===== src/rtl/push_button_debouncer.sv =====
// ----------------------------------------------------------------------------
// push_button_debouncer
//
// Purpose:
//   Turns the four active-low board push buttons into clean debounced levels
//   plus single-cycle press / release pulses. A free-running divider produces
//   the sample tick. Each raw button goes through a two-flop synchronizer and
//   then a per-button shift register that is loaded once per tick. The level
//   only changes once the whole register agrees.
//
// Optional feature:
//   PB_AUTO_REPEAT_EN - when defined, each button gets a repeat FSM and a
//   16-bit hold counter. Holding a button then produces extra press pulses:
//   the first comes REPEAT_DELAY ticks after the initial press, and the rest
//   follow every REPEAT_PERIOD ticks. When undefined, PRESS_PULSE_O fires
//   once per debounced press and no repeat logic is built.
//
// Parameters:
//   TICK_DIV        clock cycles per sample tick (>= 2)
//   DEBOUNCE_DEPTH  consecutive agreeing samples to change level (2..16)
//   REPEAT_DELAY    ticks held before the first repeat pulse (>= 1)
//   REPEAT_PERIOD   ticks between later repeat pulses (>= 1)
//
// Ports:
//   CLOCK_50_I       system clock
//   RESET_I          synchronous active-high reset
//   PUSH_BUTTON_N_I  raw buttons, 0 = pressed
//   BUTTON_LEVEL_O   debounced level, 1 = pressed
//   PRESS_PULSE_O    one-cycle pulse per debounced press (and per repeat)
//   RELEASE_PULSE_O  one-cycle pulse per debounced release
//   TICK_O           one-cycle sample tick, also exported downstream
// ----------------------------------------------------------------------------

// Per-button debounce lane: shift register, level, pulses, optional repeat.
//   clk, rst       shared clock and synchronous reset
//   tick           sample strobe from the divider
//   sample         synchronized button sample, 1 = pressed
//   level          debounced level
//   press_pulse    debounced press, OR'd with repeat pulses when enabled
//   release_pulse  debounced release
module pb_lane #(
    parameter int DEBOUNCE_DEPTH = 10,
    parameter int REPEAT_DELAY   = 500,
    parameter int REPEAT_PERIOD  = 100
) (
    input  logic clk,
    input  logic rst,
    input  logic tick,
    input  logic sample,
    output logic level,
    output logic press_pulse,
    output logic release_pulse
);

    logic [DEBOUNCE_DEPTH-1:0] shift_q;
    logic                      all_ones;
    logic                      all_zeros;
    logic                      repeat_fire;

    always_ff @(posedge clk) begin
        if (rst) begin
            shift_q <= '0;
        end else if (tick) begin
            shift_q <= {shift_q[DEBOUNCE_DEPTH-2:0], sample};
        end
    end

    assign all_ones  = &shift_q;
    assign all_zeros = ~|shift_q;

    // Pulses are computed from the same condition that moves the level, so
    // each pulse shows up in the first cycle the new level is visible.
    always_ff @(posedge clk) begin
        if (rst) begin
            level         <= 1'b0;
            press_pulse   <= 1'b0;
            release_pulse <= 1'b0;
        end else begin
            if (all_ones) begin
                level <= 1'b1;
            end else if (all_zeros) begin
                level <= 1'b0;
            end
            press_pulse   <= (all_ones & ~level) | repeat_fire;
            release_pulse <= all_zeros & level;
        end
    end

`ifdef PB_AUTO_REPEAT_EN
    typedef enum logic [1:0] {
        ST_IDLE   = 2'd0,
        ST_HOLD   = 2'd1,
        ST_REPEAT = 2'd2
    } rep_state_t;

    localparam logic [15:0] DELAY_CNT  = 16'(REPEAT_DELAY);
    localparam logic [15:0] PERIOD_CNT = 16'(REPEAT_PERIOD);

    rep_state_t  state;
    rep_state_t  state_next;
    logic [15:0] hold_cnt;
    logic [15:0] hold_cnt_next;
    logic [15:0] cmp_val;

    assign cmp_val = (state == ST_REPEAT) ? PERIOD_CNT : DELAY_CNT;

    // State register
    always_ff @(posedge clk) begin
        if (rst) begin
            state    <= ST_IDLE;
            hold_cnt <= '0;
        end else begin
            state    <= state_next;
            hold_cnt <= hold_cnt_next;
        end
    end

    // Next-state logic. The counter reaches the compare value in the cycle
    // after a tick, is cleared right there, and a new tick cannot land in
    // that same cycle (TICK_DIV >= 2), so it never exceeds the compare value.
    always_comb begin
        state_next    = state;
        hold_cnt_next = hold_cnt;
        unique case (state)
            ST_IDLE: begin
                hold_cnt_next = '0;
                if (level) begin
                    state_next = ST_HOLD;
                    // With very short dividers a tick can coincide with the
                    // first cycle the level reads 1; it belongs to the hold.
                    if (tick) begin
                        hold_cnt_next = 16'd1;
                    end
                end
            end
            ST_HOLD, ST_REPEAT: begin
                if (!level) begin
                    // Release has priority over a repeat due this cycle.
                    state_next    = ST_IDLE;
                    hold_cnt_next = '0;
                end else if (hold_cnt == cmp_val) begin
                    state_next    = ST_REPEAT;
                    hold_cnt_next = '0;
                end else if (tick) begin
                    hold_cnt_next = hold_cnt + 16'd1;
                end
            end
            default: begin
                state_next    = ST_IDLE;
                hold_cnt_next = '0;
            end
        endcase
    end

    // Output logic
    always_comb begin
        repeat_fire = 1'b0;
        if ((state != ST_IDLE) && level && (hold_cnt == cmp_val)) begin
            repeat_fire = 1'b1;
        end
    end
`else
    // Repeat timing parameters are accepted but have no effect in this build.
    logic unused_repeat_cfg;
    assign unused_repeat_cfg = ^{32'(REPEAT_DELAY), 32'(REPEAT_PERIOD)};
    assign repeat_fire       = 1'b0;
`endif

endmodule

module push_button_debouncer #(
    parameter int TICK_DIV       = 50000,
    parameter int DEBOUNCE_DEPTH = 10,
    parameter int REPEAT_DELAY   = 500,
    parameter int REPEAT_PERIOD  = 100
) (
    input  logic       CLOCK_50_I,
    input  logic       RESET_I,
    input  logic [3:0] PUSH_BUTTON_N_I,
    output logic [3:0] BUTTON_LEVEL_O,
    output logic [3:0] PRESS_PULSE_O,
    output logic [3:0] RELEASE_PULSE_O,
    output logic       TICK_O
);

    localparam int                NUM_LANES = 4;
    localparam int                DIV_W     = $clog2(TICK_DIV);
    localparam logic [DIV_W-1:0]  DIV_LAST  = DIV_W'(TICK_DIV - 1);

    logic [DIV_W-1:0]     div_cnt;
    logic [NUM_LANES-1:0] sync_meta;
    logic [NUM_LANES-1:0] sync_q;

    // Sample-tick divider; the tick is registered, so it lands one cycle
    // after the counter shows its last value.
    always_ff @(posedge CLOCK_50_I) begin
        if (RESET_I) begin
            div_cnt <= '0;
            TICK_O  <= 1'b0;
        end else begin
            TICK_O  <= (div_cnt == DIV_LAST);
            div_cnt <= (div_cnt == DIV_LAST) ? '0 : div_cnt + DIV_W'(1);
        end
    end

    // Two-flop synchronizer on the inverted (active-high) buttons.
    always_ff @(posedge CLOCK_50_I) begin
        if (RESET_I) begin
            sync_meta <= '0;
            sync_q    <= '0;
        end else begin
            sync_meta <= ~PUSH_BUTTON_N_I;
            sync_q    <= sync_meta;
        end
    end

    pb_lane #(
        .DEBOUNCE_DEPTH(DEBOUNCE_DEPTH),
        .REPEAT_DELAY  (REPEAT_DELAY),
        .REPEAT_PERIOD (REPEAT_PERIOD)
    ) u_lane [NUM_LANES-1:0] (
        .clk          (CLOCK_50_I),
        .rst          (RESET_I),
        .tick         (TICK_O),
        .sample       (sync_q),
        .level        (BUTTON_LEVEL_O),
        .press_pulse  (PRESS_PULSE_O),
        .release_pulse(RELEASE_PULSE_O)
    );

endmodule


===== config.mk =====
export PLATFORM = sky130hd
export DESIGN_NAME = push_button_debouncer
export DESIGN_NICKNAME = d
export VERILOG_FILES = /design/src/rtl/push_button_debouncer.sv
export SDC_FILE = /design/constraint.sdc
export NUM_CORES = 1
export LEC_CHECK = 0
export CELL_PAD_IN_SITES_DETAIL_PLACEMENT = 0
export CELL_PAD_IN_SITES_GLOBAL_PLACEMENT = 1
export CORE_ASPECT_RATIO = 1.1
export CORE_MARGIN = 3
export CORE_UTILIZATION = 45
export DETAILED_ROUTE_END_ITERATION = 16
export MAX_ROUTING_LAYER = met4
export PLACE_DENSITY = 0.79
export SYNTH_ARGS = -nofsm -noshare
export SYNTH_HDL_FRONTEND = slang
export SYNTH_SLANG_ARGS = --single-unit

===== constraint.sdc =====
create_clock -name CLOCK_50_I -period 2.5 [get_ports CLOCK_50_I]
set_input_delay 0.25 -clock CLOCK_50_I [delete_from_list [all_inputs] [get_ports CLOCK_50_I]]
set_output_delay 0.25 -clock CLOCK_50_I [all_outputs]
set_load 0.1 [all_outputs]

==> metrics.md, run 1 <==
| Metric | Value |
|---|---|
| Routed met3 length | 202 microns |
| Adder-cell share of the synthesized area | 0.4184% |
| Metal2 WL | 2038 microns |
| DR top layer | met4 |
| Simple-gate share of the synthesized area | 24.48% |
| Dpl ws | 0.6377 ns |
| DRC errors left | 0 |
| Post-route ant nets | 0 |
| Antenna violations before repair | 0 |
| Arr. time, crit path | 2.09 ns |
| Most common cell after layout, fill and taps aside | dfxtp_1 |
| Sequential power share | 55.2% |
| Setup Crit Path Kind | flop to flop |
| H-tree Lvls | 3 |
| Post-synth ARST share | 0% |
| Crit-path slowest cell | or4_4 |
| Cells after synthesis | 304 |
| Initial DRC Count | 65 |
| Final Skew | 0.005912 ns |
| RSZ-0062 raised after global routing | no |
| Post-Synth XOR/XNOR Area | 4.100% |
| Grt ovf | 0 |
| Post-CTS setup buffers | 0 |
| Combinational family with the most area after synthesis | simple AND/OR/NAND/NOR gates |
| Synthesized cell area | 0.002990 sq mm |
| Fmax | 0.5344 GHz |
| Largest stage delay on the critical path | 0.56 ns |
| Placed cell area | 0.003102 sq mm |
| Post-DP HPWL | 2984 microns |
| Area growth from synthesis to layout | 10.46% |
| Antenna diode count | 0 |
| PwrDens | 680.8 mW/mm^2 |
| Crit end category | flop |
| Most frequent cells in the layout | 76 x dfxtp_1, 66 x nor2_1, 40 x mux2i_1, 18 x buf_4 |
| Pin count of the biggest net entering global routing | 31 |
| CTS Buffer Depth | 2 |
| WL per Instance | 11.83 microns |
| Vias/cell | 4.975 |
| Vias | 1960 |
| Flops & latches, synth | 77 |
| Sw Ratio | 19.88% |
| Total Neg Setup Slack | 0 ns |
| Nets | 318 |
| Final Total Pwr | 2.249 mW |
| Period utilization | 74.85% |
| CTS Buf Count | 9 |
| Worst min path class | input pin to flop |
| Clock Power Share | 42.8% |
| Num Clock Sinks | 77 |
| Net Count, Synth | 311 |
| Root buffer cell | clkbuf_8 |
| Global-route wire length before repair | 8252 microns |
| Die X-Extent | 83.73 microns |
| Fin. max-slew vios | 0 |
| Vias in the first global route | 1854 |
| Worst R2R Setup Slack | 0.63 ns |
| Synth Warn # | 0 |
| Routed WL | 4661 microns |
| Status | complete, no violations |
| Initial Utilization | 47.42% |
| Clk Latency, worst-skew pair | 0.33 ns |
| Setup violations, final | 0 |
| Number of port buffers | 18 |
| Post-CTS sizing | 0 |
| CTS tree | built |
| Compound-cell area share of the yosys netlist | 0% |
| Ys flop type | dfxtp_1 |
| Layout cells sized above 1 | 14.65% |
| Min cycle time layout | 1.871 ns |
| Routability cong. | 0.7950 |
| Switching pwr | 447.1 uW |
| Final instance area | 0.003303 sq mm |
| Die area | 0.007660 sq mm |
| CTS Hold Bufs | 0 |
| Synth unique cells | 25 |
| Max-Cap Viols | 0 |
| GRT Overall Usage | 13.56% |
| Sequential area share after synthesis | 51.55% |
| Worst slew margin | 62.78% |
| WHS | 0.3736 ns |
| Tightest Pin Transition | 0.5583 ns |
| Worst-path clk slew | 0.07 ns |
| CP Data Required Time | 2.72 ns |
| Setup WS post-layout | 0.6286 ns |
| Max rail drop VDD | 0.0003810 V |
| Core ar. | 0.006306 sq mm |
| Fraction of synthesized area in multiplexers | 13.39% |
| Combinational Power Share | 2.0% |
| Crit Path Max Fanout | 15 |
| Synthesized area per cell | 9.837 sq um |
| Post-synth EDFFs | 0 |
| Die Y | 91.50 microns |
| Row count | 30 |
| Drt pass-1 iters | 4 |
| Internal Power | 1.802 mW |
| Final hold vios | 0 |
| # IOs | 19 |
| Metal1 wirelength | 2330 microns |
| Leakage | 1.150 nW |
| Critical path cell sequence | or4b_1 -> or4_4 -> nand2b_4 -> nor2_1 |
| Startpoint types | flop |
## critical path, delay by kind of cell (launching register included)
family | cells | cell delay (ns)
DFF | 1 | 0.37
and+or+nand+nor | 4 | 1.37
## through the flow
stage / utilization, % / instances
floorplan: - / 304
global placement: 49.19 / 380
CTS: 52.38 / 394
global route: 52.38 / 394
finish: 52.38 / 394
detailed placement: 49.19 / 380
## final timing paths
check / start / cells after the start / endpoint
setup / recovery: div_cnt[11] / 4 / div_cnt[6]
hold / removal: RESET_I / 2 / sync_meta[2]
setup reg to reg: div_cnt[11] / 4 / div_cnt[6]
hold reg to reg: sync_meta[2] / 1 / sync_q[2]
## Yosys cell counts, drive strengths merged, types with 5 or more instances
| cell type | instances | area share [%] |
|---|---|---|
| nand4 | 12 | 2.5 |
| clkbuf | 9 | 1.1 |
| dfxtp | 77 | 52 |
| nand3 | 10 | 1.7 |
| xnor2 | 13 | 3.8 |
| nor2 | 76 | 10 |
| nand2 | 7 | 0.88 |
| buf | 18 | 4.6 |
| nand4b | 5 | 1.5 |
| nor4 | 13 | 2.7 |
| mux2i | 40 | 13 |
## cell type report
cell class	count	area [sq um]
fill	582	3003
sequential	77	1543
clock buffer	9	123.9
clock inverter	5	77.57
timing repair buffer	23	180.2
multi-input combinational	197	1267
inverter	3	11.26
tap	80	100.1
## sequential cells by signal, summed over array words and instances (netlist names)
| signal | flops |
|---|---|
| sync_q | 4 |
| u_lane.shift_q | 40 |
| TICK_O | 1 |
| u_lane.level | 4 |
| u_lane.release_pulse | 4 |
| u_lane.press_pulse | 4 |
| div_cnt | 16 |
| sync_meta | 4 |
## per-layer routing
layer  up-vias  GRT usage [%]
met2        31          19.89
met5         -              -
met1       889          16.77
li1       1034              -
met3         6          4.356
met4         0          6.702
## power groups by stage
stage | clock, mW | sequential [mW] | combinational [mW]
after floorplan | 0 | 1.27 | 0.0335
after global placement | 0 | 1.27 | 0.0455
after detailed placement | 0 | 1.27 | 0.0457
after CTS | 0.994 | 1.24 | 0.0459
after global routing | 1.05 | 1.24 | 0.0498
final | 0.963 | 1.24 | 0.0447
## logic make-up after synthesis
| group | count (synthesis) |
|---|---|
| adder cells (fa/ha/maj) | 1 |
| flip-flops | 77 |
| multiplexers | 40 |
| AND/OR/NAND/NOR | 142 |
| XOR/XNOR | 14 |
| buffers and inverters | 30 |
(Power assumes the default switching activity.)
==> inputs of run 2 (changes only) <==
CORE_UTILIZATION = 41   (was 45)
PLACE_DENSITY = 0.76   (was 0.79)
clock period = 1.71 ns   (was 2.5 ns; I/O delays follow)
==> run 2 against run 1 <==
  * The flow now finishes with violations (setup timing)
  * Global-route usage is 0.17 points lower
  * Sequential power rose by 46%
  * Highest routed layer unchanged
  * Critical path type unchanged
  * Clock skew grew 0.0023 ns
==> metrics.md, run 2 (synthesis results as in run 1) <==
| Metric | Value |
|---|---|
| GRT Overall Usage | 13.39% |
| Crit end category | flop |
| Routed met3 length | 208 microns |
| Largest Register | u_lane.shift_q |
| Die area | 0.008356 sq mm |
| Leakage | 1.224 nW |
| Total Neg Setup Slack | -0.4292 ns |
| Vias | 2027 |
| Die X-Extent | 87.43 microns |
| WL per Instance | 11.76 microns |
| Clk Latency, worst-skew pair | 0.34 ns |
| Fin. max-slew vios | 0 |
| Initial Utilization | 42.44% |
| Root buffer cell | clkbuf_8 |
| CTS Buf Count | 9 |
| Grt ovf | 0 |
| Setup violations, final | 15 |
| Worst min path class | input pin to flop |
| Most frequent cells in the layout | 75 x dfxtp_1, 66 x nor2_1, 40 x mux2i_1, 22 x buf_4 |
| Setup WS post-layout | -0.03819 ns |
| Worst-path clk slew | 0.08 ns |
| PwrDens | 923.8 mW/mm^2 |
| Setup Crit Path Kind | flop to flop |
| DRC errors left | 0 |
| CTS Buffer Depth | 2 |
| Routability cong. | 0.8112 |
| Utilization after layout | 49.18% |
| Final hold vios | 0 |
| Antenna diode count | 0 |
| Crit Path Max Fanout | 8 |
| Drt pass-1 iters | 4 |
| Area growth from synthesis to layout | 15.90% |
| Fmax | 0.5720 GHz |
| Tightest Pin Transition | 0.3767 ns |
| Arr. time, crit path | 1.98 ns |
| Metal1 wirelength | 2273 microns |
| Fillers | 676 |
| Status | finished, violations left |
| Metal2 WL | 2297 microns |
| Antenna violations before repair | 0 |
| CP Data Required Time | 1.94 ns |
| Nets | 329 |
| Routed WL | 4844 microns |
| Global-route wire length before repair | 8473 microns |
| Core ar. | 0.007047 sq mm |
| H-tree Lvls | 3 |
| Layout cells sized above 1 | 17.74% |
| Non-filler cells, final | 412 |
| Worst slew margin | 74.65% |
| Final Total Pwr | 3.202 mW |
| Num Clock Sinks | 77 |
| Registers with the most flip-flops | u_lane.shift_q x40, div_cnt x16 |
| Max rail drop VDD | 0.0005027 V |
| Vias/cell | 4.920 |
| Min cycle time layout | 1.748 ns |
| Placed cell count | 395 |
| Post-DP HPWL | 3102 microns |
| Largest register FFs | 40 |
| Max-Cap Viols | 0 |
| Pin count of the biggest net entering global routing | 42 |
| Most common cell after layout, fill and taps aside | dfxtp_1 |
| Die Y | 95.57 microns |
| Vias in the first global route | 1933 |
| Failing checks | setup timing |
| Post-CTS setup buffers | 0 |
| RSZ-0062 raised after global routing | yes |
| Period utilization | 102.2% |
| Worst R2R Setup Slack | -0.04 ns |
| Number of port buffers | 18 |
| CTS tree | built |
| Initial DRC Count | 69 |
| DR top layer | met4 |
| # IOs | 19 |
| Row count | 32 |
| Final Skew | 0.008200 ns |
| Startpoint types | flop |
| Post-route ant nets | 0 |
run 2: changes by cell type in the layout (fill, tap and decap cells not counted), sizes merged:
cell | before | now
clkbuf | 9 | 12
nand2b | 1 | 2
buf | 19 | 29
bufinv | 2 | 1
run 2: path summary, 6_finish.rpt:
check,from,to,cells after the start
setup / recovery,div_cnt[7],div_cnt[15],4
hold / removal,RESET_I,sync_meta[0],2
setup reg to reg,div_cnt[7],div_cnt[15],4
hold reg to reg,sync_meta[2],sync_q[2],1
run 2: worst max-delay path, stage by stage (launching register included):
cell      delay, ns
dfxtp_1        0.31
or4b_1         0.51
or4_4          0.59
nand2b_4       0.16
nor2_1         0.06
run 2: layout make-up:
cell class	count	area (sq um)	area share, %
multi-input combinational	198	1281	36.97
clock inverter	4	47.55	1.372
inverter	3	11.26	0.3249
tap	85	106.4	3.069
timing repair buffer	33	330.3	9.531
sequential	77	1544	44.55
clock buffer	12	145.1	4.188
run 2: power breakdown:
part	leakage, nW	switching, mW	internal, mW	total [mW]
Clock	0.0964	0.607	0.710	1.32
Sequential	0.623	0.00656	1.81	1.81
Combinational	0.505	0.0404	0.0312	0.0717
run 2: stage by stage:
stage,cell area (sq um),setup WS [ns],hold slack [ns]
6_report,3466,-0.03819,0.2159
5_1_grt,3466,-0.09395,0.2252
4_1_cts,3466,-0.05499,0.2134
3_5_place_dp,3258,-0.1032,0.4247
3_3_place_gp,3258,-0.08283,0.4188
2_1_floorplan,2992,-0.08578,0.2377
run 2: per-layer routing:
layer  vias up  global-route usage [%]
li1       1060                       -
met4         0                   4.987
met1       934                   15.13
met5         -                       -
met2        26                   21.23
met3         7                   5.445
run 2: repair_timing:
item / CTS / global route
gates resized for setup: 2 / 0
pin swaps: 3 / 0
endpoints found under the setup margin: 15 / 15
hold buffers: 0 / 0
cloned: 1 / 0
==> inputs of run 3 (changes only) <==
SKIP_CTS_REPAIR_TIMING = 1   (was default)
==> run 3 against run 2 <==
  * The run still ends with setup timing left
  * Sequential share of layout area stayed put
  * Routed wire length barely moved
  * Maximum frequency shrank 0.27%
  * First-iteration DRC count is 16% higher
  * Cell count stayed put
  * Register-to-register slack hardly changed
  * Final area unchanged
  * Largest cell class unchanged
  * Largest power group unchanged
  * Highest routed layer unchanged
==> metrics.md, run 3 (synthesis results as in run 1) <==
| Metric | Value |
|---|---|
| Die X-Extent | 87.43 microns |
| R2R cell count | 4 |
| Max rail drop VDD | 0.0005021 V |
| H-tree Lvls | 3 |
| Largest Register | u_lane.shift_q |
| Final Skew | 0.007888 ns |
| CTS Buf Count | 9 |
| CP Data Required Time | 1.94 ns |
| Layout cells sized above 1 | 17.74% |
| Worst R2R End | div_cnt[4] |
| Antenna diode count | 0 |
| Setup WS post-layout | -0.04290 ns |
| Setup Crit Path Kind | flop to flop |
| Vias | 2033 |
| Non-filler cells, final | 412 |
| WL per Instance | 11.77 microns |
| CTS tree | built |
| Fin. max-slew vios | 0 |
| Pin count of the biggest net entering global routing | 42 |
| Initial Utilization | 42.44% |
| Post-route ant nets | 0 |
| Setup violations, final | 15 |
| Worst-path clk slew | 0.08 ns |
| RSZ-0062 raised after global routing | yes |
| Max-Cap Viols | 0 |
| Row count | 32 |
| Die Y | 95.57 microns |
| Period utilization | 102.5% |
| Crit Path Max Fanout | 8 |
| CP endpoint | div_cnt[4] |
| Routed WL | 4848 microns |
| Most frequent cells in the layout | 75 x dfxtp_1, 66 x nor2_1, 40 x mux2i_1, 22 x buf_4 |
| Largest register FFs | 40 |
| Total Neg Setup Slack | -0.4907 ns |
| Clk Latency, worst-skew pair | 0.34 ns |
| Num Clock Sinks | 77 |
| Area growth from synthesis to layout | 15.90% |
| # IOs | 19 |
| Tightest Pin Transition | 0.3767 ns |
| Post-DP HPWL | 3102 microns |
| Global-route wire length before repair | 8418 microns |
| Fmax | 0.5705 GHz |
| Worst slew margin | 74.65% |
| DRC errors left | 0 |
| Setup crit start | div_cnt[7] |
| CTS Buffer Depth | 2 |
| Antenna violations before repair | 0 |
| Leakage | 1.225 nW |
| Die area | 0.008356 sq mm |
| Dpl ws | -0.1032 ns |
| Startpoint types | flop |
| Crit end category | flop |
| Core ar. | 0.007047 sq mm |
| Routability cong. | 0.8112 |
| Placed cell count | 395 |
| Registers with the most flip-flops | u_lane.shift_q x40, div_cnt x16 |
| Vias in the first global route | 1924 |
| Min cycle time layout | 1.753 ns |
| Root buffer cell | clkbuf_8 |
| Worst R2R Setup Slack | -0.04 ns |
| PwrDens | 923.9 mW/mm^2 |
| Initial DRC Count | 80 |
| Vias/cell | 4.934 |
| Status | finished, violations left |
| Most common cell after layout, fill and taps aside | dfxtp_1 |
| Worst min path class | input pin to flop |
| Number of port buffers | 18 |
| Drt pass-1 iters | 4 |
| Final hold vios | 0 |
| Utilization after layout | 49.18% |
| Arr. time, crit path | 1.98 ns |
| Nets | 329 |
| Failing checks | setup timing |
| FF-to-FF Start | div_cnt[7] |
| GRT Overall Usage | 13.28% |
| Grt ovf | 0 |
## run 3: worst max-delay path: stages, from the launching register on
cell      delay (ns)
dfxtp_1         0.31
or4b_1          0.51
or4_4           0.59
nand2b_4        0.16
nor2_1          0.06
## run 3: how the worst min path moves through the flow
stage | start | to | depth (start not counted)
after global routing | RESET_I | u_lane[0].shift_q[7] | 2
final | RESET_I | sync_meta[0] | 2
after CTS | RESET_I | sync_meta[0] | 2
after global placement | sync_meta[2] | sync_q[2] | 1
after floorplan | PUSH_BUTTON_N_I[3] | sync_meta[3] | 1
after detailed placement | sync_meta[2] | sync_q[2] | 1
## run 3: metrics by stage
stage,power (mW),hold slack (ns),cell area [sq um]
after floorplan,1.903,0.2377,2992
after global placement,1.925,0.4188,3258
after detailed placement,1.925,0.4247,3258
after CTS,3.257,0.2041,3451
after global routing,3.344,0.2258,3466
final,3.202,0.2150,3466
## run 3: layout make-up
class                   instances  area, sq um
clock inverters                 4        47.55
clock buffers                  12        145.1
fillers                       676         3581
inverters                       3        11.26
multi-input cells             198         1281
flip-flops and latches         77         1544
repair buffers                 33        330.3
well taps                      85        106.4
## run 3: routing by layer
layer | vias up | track usage, % | share of wire (%)
met5 | - | - | 0
met4 | 0 | 4.987 | 1.4
met3 | 7 | 5.445 | 4.1
met2 | 24 | 20.79 | 47
met1 | 942 | 15.18 | 47
li1 | 1060 | - | -
## run 3: power breakdown
part / switching (mW) / leakage (nW) / internal (mW) / total, mW
clock network: 0.607 / 0.0964 / 0.710 / 1.32
logic: 0.0410 / 0.505 / 0.0313 / 0.0722
registers: 0.00659 / 0.623 / 1.81 / 1.81
total: 0.654 / 1.23 / 2.55 / 3.20
